## src/rtl/fpu_mantissa_divider_if.sv

```systemverilog
// Handshake/result bundle for the iterative mantissa divider.
// Define FPU_DIV_STICKY_EN to add the sticky output used by the rounding stage.
interface fpu_mantissa_divider_if #(
    parameter int WIDTH = 24
);
    logic             start;
    logic [WIDTH-1:0] divIn1;
    logic [WIDTH-1:0] divIn2;
    logic [WIDTH-1:0] quotient;
    logic [WIDTH-1:0] remainder;
    logic             busy;
    logic             done;
    logic             divByZero;
`ifdef FPU_DIV_STICKY_EN
    logic             sticky;

    modport master (
        output start, divIn1, divIn2,
        input  quotient, remainder, busy, done, divByZero, sticky
    );
    modport slave (
        input  start, divIn1, divIn2,
        output quotient, remainder, busy, done, divByZero, sticky
    );
`else
    modport master (
        output start, divIn1, divIn2,
        input  quotient, remainder, busy, done, divByZero
    );
    modport slave (
        input  start, divIn1, divIn2,
        output quotient, remainder, busy, done, divByZero
    );
`endif
endinterface

```

## src/rtl/fpu_mantissa_divider.sv

```systemverilog
// Radix-2 restoring mantissa divider, one quotient bit per cycle.
// Optional FPU_DIV_STICKY_EN adds a registered sticky (remainder != 0) output.
module fpu_mantissa_divider #(
    parameter int WIDTH = 24
) (
    input  logic                         clock,
    input  logic                         reset,
    fpu_mantissa_divider_if.slave        bus
);
    localparam int CNTWIDTH = $clog2(WIDTH + 1);

    localparam logic [1:0] S_IDLE = 2'd0;
    localparam logic [1:0] S_COMP = 2'd1;
    localparam logic [1:0] S_DZ   = 2'd2;
    localparam logic [1:0] S_DONE = 2'd3;

    logic [1:0]          state_q, state_d;
    logic [WIDTH-1:0]    div_q, div_d;
    logic [WIDTH-1:0]    rem_sh_q, rem_sh_d;
    logic [WIDTH-1:0]    quo_sh_q, quo_sh_d;
    logic [CNTWIDTH-1:0] cnt_q, cnt_d;
    logic [WIDTH-1:0]    quotient_q, quotient_d;
    logic [WIDTH-1:0]    remainder_q, remainder_d;
    logic                dbz_q, dbz_d;
`ifdef FPU_DIV_STICKY_EN
    logic                sticky_q, sticky_d;
`endif

    // Partial remainder after the shift needs one extra bit: it can reach 2*D-1.
    logic [WIDTH:0]      shifted;
    logic                fits;
    logic [WIDTH-1:0]    rem_step;
    logic [WIDTH-1:0]    quo_step;

    always_comb begin
        shifted  = {rem_sh_q, quo_sh_q[WIDTH-1]};
        fits     = (shifted >= {1'b0, div_q});
        rem_step = fits ? WIDTH'(shifted - {1'b0, div_q}) : shifted[WIDTH-1:0];
        quo_step = {quo_sh_q[WIDTH-2:0], fits};
    end

    always_comb begin
        state_d     = state_q;
        div_d       = div_q;
        rem_sh_d    = rem_sh_q;
        quo_sh_d    = quo_sh_q;
        cnt_d       = cnt_q;
        quotient_d  = quotient_q;
        remainder_d = remainder_q;
        dbz_d       = dbz_q;
`ifdef FPU_DIV_STICKY_EN
        sticky_d    = sticky_q;
`endif
        case (state_q)
            S_IDLE, S_DONE: begin
                if (bus.start) begin
                    div_d    = bus.divIn2;
                    rem_sh_d = '0;
                    quo_sh_d = bus.divIn1;
                    cnt_d    = '0;
                    dbz_d    = 1'b0;
                    state_d  = (bus.divIn2 == '0) ? S_DZ : S_COMP;
                end
            end
            S_COMP: begin
                rem_sh_d = rem_step;
                quo_sh_d = quo_step;
                cnt_d    = cnt_q + 1'b1;
                if (cnt_q == CNTWIDTH'(WIDTH - 1)) begin
                    state_d     = S_DONE;
                    quotient_d  = quo_step;
                    remainder_d = rem_step;
`ifdef FPU_DIV_STICKY_EN
                    sticky_d    = (rem_step != '0);
`endif
                end
            end
            default: begin
                // Divide by zero: saturate quotient, pass the dividend through as remainder.
                state_d     = S_DONE;
                quotient_d  = '1;
                remainder_d = quo_sh_q;
                dbz_d       = 1'b1;
`ifdef FPU_DIV_STICKY_EN
                sticky_d    = (quo_sh_q != '0);
`endif
            end
        endcase
    end

    always_ff @(posedge clock) begin
        if (reset) begin
            state_q     <= S_IDLE;
            div_q       <= '0;
            rem_sh_q    <= '0;
            quo_sh_q    <= '0;
            cnt_q       <= '0;
            quotient_q  <= '0;
            remainder_q <= '0;
            dbz_q       <= 1'b0;
`ifdef FPU_DIV_STICKY_EN
            sticky_q    <= 1'b0;
`endif
        end else begin
            state_q     <= state_d;
            div_q       <= div_d;
            rem_sh_q    <= rem_sh_d;
            quo_sh_q    <= quo_sh_d;
            cnt_q       <= cnt_d;
            quotient_q  <= quotient_d;
            remainder_q <= remainder_d;
            dbz_q       <= dbz_d;
`ifdef FPU_DIV_STICKY_EN
            sticky_q    <= sticky_d;
`endif
        end
    end

    assign bus.quotient  = quotient_q;
    assign bus.remainder = remainder_q;
    assign bus.busy      = (state_q == S_COMP);
    assign bus.done      = (state_q == S_DONE);
    assign bus.divByZero = dbz_q & (state_q == S_DONE);
`ifdef FPU_DIV_STICKY_EN
    assign bus.sticky    = sticky_q;
`endif

endmodule
```

## src/flat_wrapper.sv

```systemverilog
// flat-port wrapper written by rule: the top's interface ports become plain ports
module fpu_mantissa_divider_flat 
#(
    parameter int WIDTH = 24
)
  (clock, reset, bus_start, bus_divIn1, bus_divIn2, bus_quotient, bus_remainder, bus_busy, bus_done, bus_divByZero);
  fpu_mantissa_divider_if #(.WIDTH(WIDTH)) bus_i ();
  input  logic clock;
  input  logic reset;
  input wire logic [$bits(bus_i.start)-1:0] bus_start;
  input wire logic [$bits(bus_i.divIn1)-1:0] bus_divIn1;
  input wire logic [$bits(bus_i.divIn2)-1:0] bus_divIn2;
  output wire logic [$bits(bus_i.quotient)-1:0] bus_quotient;
  output wire logic [$bits(bus_i.remainder)-1:0] bus_remainder;
  output wire logic [$bits(bus_i.busy)-1:0] bus_busy;
  output wire logic [$bits(bus_i.done)-1:0] bus_done;
  output wire logic [$bits(bus_i.divByZero)-1:0] bus_divByZero;
  assign bus_i.start = bus_start;
  assign bus_i.divIn1 = bus_divIn1;
  assign bus_i.divIn2 = bus_divIn2;
  assign bus_quotient = bus_i.quotient;
  assign bus_remainder = bus_i.remainder;
  assign bus_busy = bus_i.busy;
  assign bus_done = bus_i.done;
  assign bus_divByZero = bus_i.divByZero;
  fpu_mantissa_divider #(.WIDTH(WIDTH)) u_core (.clock(clock), .reset(reset), .bus(bus_i));
endmodule
```

## config.mk

```make
export PLATFORM = sky130hd
export DESIGN_NAME = fpu_mantissa_divider_flat
export DESIGN_NICKNAME = d
export VERILOG_FILES = /design/src/rtl/fpu_mantissa_divider_if.sv /design/src/rtl/fpu_mantissa_divider.sv /design/src/flat_wrapper.sv
export SDC_FILE = /design/constraint.sdc
export NUM_CORES = 1
export LEC_CHECK = 0
export CORE_ASPECT_RATIO = 0.75
export CORE_MARGIN = 3
export CORE_UTILIZATION = 50
export DETAILED_ROUTE_END_ITERATION = 6
export PLACE_DENSITY = 0.79
export SLEW_MARGIN = 0
export SYNTH_ARGS = -nofsm -noshare
export SYNTH_HDL_FRONTEND = slang
export SYNTH_SLANG_ARGS = --single-unit
```

## constraint.sdc

```tcl
create_clock -name clock -period 2.6 [get_ports clock]
set_input_delay 0.26 -clock clock [delete_from_list [all_inputs] [get_ports clock]]
set_output_delay 0.26 -clock clock [all_outputs]
set_load 0.005 [all_outputs]
```

==> results.py <==
metrics = {
    "status": {
        "status": "complete, but fails checks",
        "failed_checks": "negative setup slack",
    },
    "synth": {
        "ys_dominant_reg_cell": "dfxtp_1",
        "syn-num-nets": 939,
        "ys_types": 67,
        "synth_top_cells_by_count": "128 x dfxtp_1, 106 x nor2_1, 104 x nand2_1",
        "avgSynthCellArea_um2": 7.99,
        "synth_area_leaders": "dfxtp_1 37%, nor2_1 5.8%, nand2_1 5.7%",
        "yosys_warnings": 0,
        "yosysMostFrequentCell": "dfxtp_1",
        "syn_area_um2": 6880,
        "synth_top_area_frac": 0.373,
        "async_flop_share": 0,
        "synth_edf_count": 0,
        "synthCells": 860,
        "yosys_register_bits": 128,
        "synth_top_cell_by_area": "dfxtp_1",
        "ys_seq_area_frac": 0.373,
    },
    "grt": {
        "antenna_found_initial": 0,
        "grt_pass1_wl_mm": 36.3,
        "grt_pass1_vias": 6961,
        "grt_start_max_net_pins": 56,
        "grt_usage": 0.300,
        "global_route.overflow_total": 0,
    },
    "timing": {
        "slew_viol_final": 0,
        "period_minus_slack_ns": 2.98,
        "fmax_ghz": 0.336,
        "setup_viol": 47,
        "hold_viol": 0,
        "worst_slew_pin_slew_ns": 0.768,
        "relSlewSlack": 0.487,
        "postLayoutSetupSlackWorst_ns": -0.377,
        "skew_ns": 0.00808,
        "fin_crit_sh": 1.14,
        "rsz0062_at_grt": "true",
    },
    "pwr": {
        "powerDensity_nw_per_um2": 1440,
        "power_uw": 14200,
        "p_sw_frac": 0.418,
        "p_int_uw": 8250,
        "power_frac_seq": 0.202,
        "p_comb_frac": 0.614,
        "leakagePower_uw": 0.00389,
        "clkPwrFrac": 0.184,
        "peakVddDrop_mv": 0.840,
        "net-switching-power_uw": 5930,
    },
    "setup_path": {
        "cp_slowest_cell": "a2111oi_4",
        "rr_worst_depth": 12,
        "path_max_fanout": 3,
        "path_class": "flip-flop to flip-flop",
        "worstPathCellList": "inv_2 > ha_4 > inv_2 > fa_2 > a211o_1 > a21o_4 > a2111oi_4 > nor4_2 > mux2_4 > a2111oi_4 > nor3_2 > o41ai_2",
        "endpoint_kind": "flip-flop",
        "crit_start": "u_core.quo_sh_q[23]$_SDFFE_PP0P_",
        "required_ns": 2.91,
        "r2r_start": "u_core.quo_sh_q[23]$_SDFFE_PP0P_",
        "slowest_delay_ns": 0.37,
        "startpoint_type": "flip-flop",
        "r2r_slack_ns": -0.38,
        "crit_arrival_ns": 3.29,
    },
    "cts": {
        "root_buffer": "clkbuf_16",
        "cts_tree": "yes",
        "cts-hold-fix-buffers": 0,
        "numCtsBuffers": 17,
        "clock_latency_ns": 0.42,
        "cts.sinks": 128,
        "path_clk_slew_ns": 0.06,
        "htreeDepth": 4,
        "cts_buffer_depth": 2,
    },
    "hold_path": {
        "worst_hold_path_type": "input port to flip-flop",
        "min-delay-start": "reset",
        "holdPathStages": 2,
    },
    "placed_design": {
        "place_area_um2": 8620,
        "dp_hpwl_mm": 15.0,
        "numPortBuffers": 101,
        "gp_congestion": 0.933,
    },
    "detailed_routing": {
        "dr.pass1.iters": 6,
        "avgViaCountPerCell": 6.22,
        "drt-total-wl_mm": 24.1,
        "routedWlPerCell_um": 19.9,
        "route.detailed.drc": 0,
        "vias": 7522,
        "drt_iter0_markers": 788,
        "ant_nets": 0,
    },
    "floorplanning": {
        "rows": 36,
        "io_pins": 102,
        "initial_core_util": 0.521,
        "core_um2": 13200,
        "dieArea_um2": 15200,
        "die_y_um": 108,
        "die_w_um": 141,
    },
    "final_layout": {
        "area_growth_pct": 43.7,
        "fin_util": 0.748,
        "finalNetCount": 1104,
        "antenna_cells": 0,
        "design_area_um2": 9880,
        "layout-drive-gt1-share": 0.233,
        "fill_cells": 949,
    },
    "flow_run": {
        "drv_cap": 0,
    },
}
-- stage by stage --
stage,cells,hold slack [ns],setup TNS (ns),worst slack (ns)
3_5_place_dp,1164,0.447,-4.50,-0.223
6_report,1209,0.320,-6.57,-0.377
2_1_floorplan,860,0.396,-0.0958,-0.0958
4_1_cts,1208,0.319,-3.19,-0.258
5_1_grt,1209,0.334,-11.76,-0.504
3_3_place_gp,1164,0.444,-0.740,-0.153
-- logic make-up after synthesis --
group,count (synthesis),synth area share
XOR/XNOR,18,0.0229
multiplexers,37,0.0564
adder cells (fa/ha/maj),28,0.0520
AO/OA/AOI/OAI,232,0.232
AND/OR/NAND/NOR,320,0.205
buffers and inverters,97,0.0590
flip-flops,128,0.373
-- what timing repair did --
item                       in CTS  in global routing
cloned                          2                  0
setup endpoints to repair      47                 49
setup buffers                  10                  1
pin swaps                      40                 20
gates resized for setup        70                 35
-- flip-flops by register name, indices dropped and copies added (netlist names) --
register and flops:
u_core.div_q 24, u_core.rem_sh_q 24, u_core.quo_sh_q 24, u_core.cnt_q 5
u_core.bus.remainder 24, u_core.dbz_q 1, u_core.state_q 2, u_core.bus.quotient 24
-- path summary, 6_finish.rpt --
path	endpoint
hold reg to reg	u_core.bus.remainder[17]$_SDFFE_PP0P_
hold / removal	u_core.rem_sh_q[12]$_SDFFE_PP0P_
setup reg to reg	u_core.bus.remainder[16]$_SDFFE_PP0P_
setup / recovery	u_core.bus.remainder[16]$_SDFFE_PP0P_
-- power by group through the flow --
| stage | registers, uW | clock network (uW) | logic [uW] |
|---|---|---|---|
| after floorplan | 2790 | 0 | 3970 |
| after global placement | 2850 | 0 | 6410 |
| after detailed placement | 2860 | 0 | 6490 |
| after global routing | 2910 | 2710 | 9220 |
| after CTS | 2840 | 2590 | 7970 |
| final | 2870 | 2600 | 8710 |
-- metal layers --
| layer | vias to the layer above | track usage | share of wire |
|---|---|---|---|
| li1 | 3416 | - | - |
| met1 | 3589 | 0.402 | 0.41 |
| met2 | 415 | 0.477 | 0.45 |
| met3 | 102 | 0.0635 | 0.090 |
| met4 | 0 | 0.113 | 0.043 |
| met5 | - | 0 | 0 |
-- critical path, delay by kind of cell, from the launching register on --
kind,cells,cell delay [ns]
AOI/OAI and AO/OA,5,1.47
adders and majority gates,2,0.47
DFF,1,0.32
muxes,1,0.32
and+or+nand+nor,2,0.19
buffers and inverters,2,0.09
-- layout by cell type (no fill, tap or decap), drive strengths merged, types with 8 or more instances in the layout --
master,n
dfxtp,128
nor2,106
buf,105
nand2,104
clkdlybuf4s50,100
a21oi,75
nor3,55
inv,41
a211oi,38
o21ai,28
ha,27
mux2i,26
clkbuf,18
a21o,17
nand3,14
xor2,12
mux2,11
a22oi,10
a31oi,9
o32ai,8
-- final cells by class --
cell class	count	area (um2)	area share
Clock buffer	18	429	0.0434
Multi-Input combinational cell	635	4410	0.447
Sequential cell	128	2570	0.260
Inverter	37	139	0.0141
Clock inverter	14	204	0.0206
Timing Repair Buffer	206	1910	0.193
Tap cell	171	214	0.0217
Note: power is estimated with default switching activity, not from simulation.
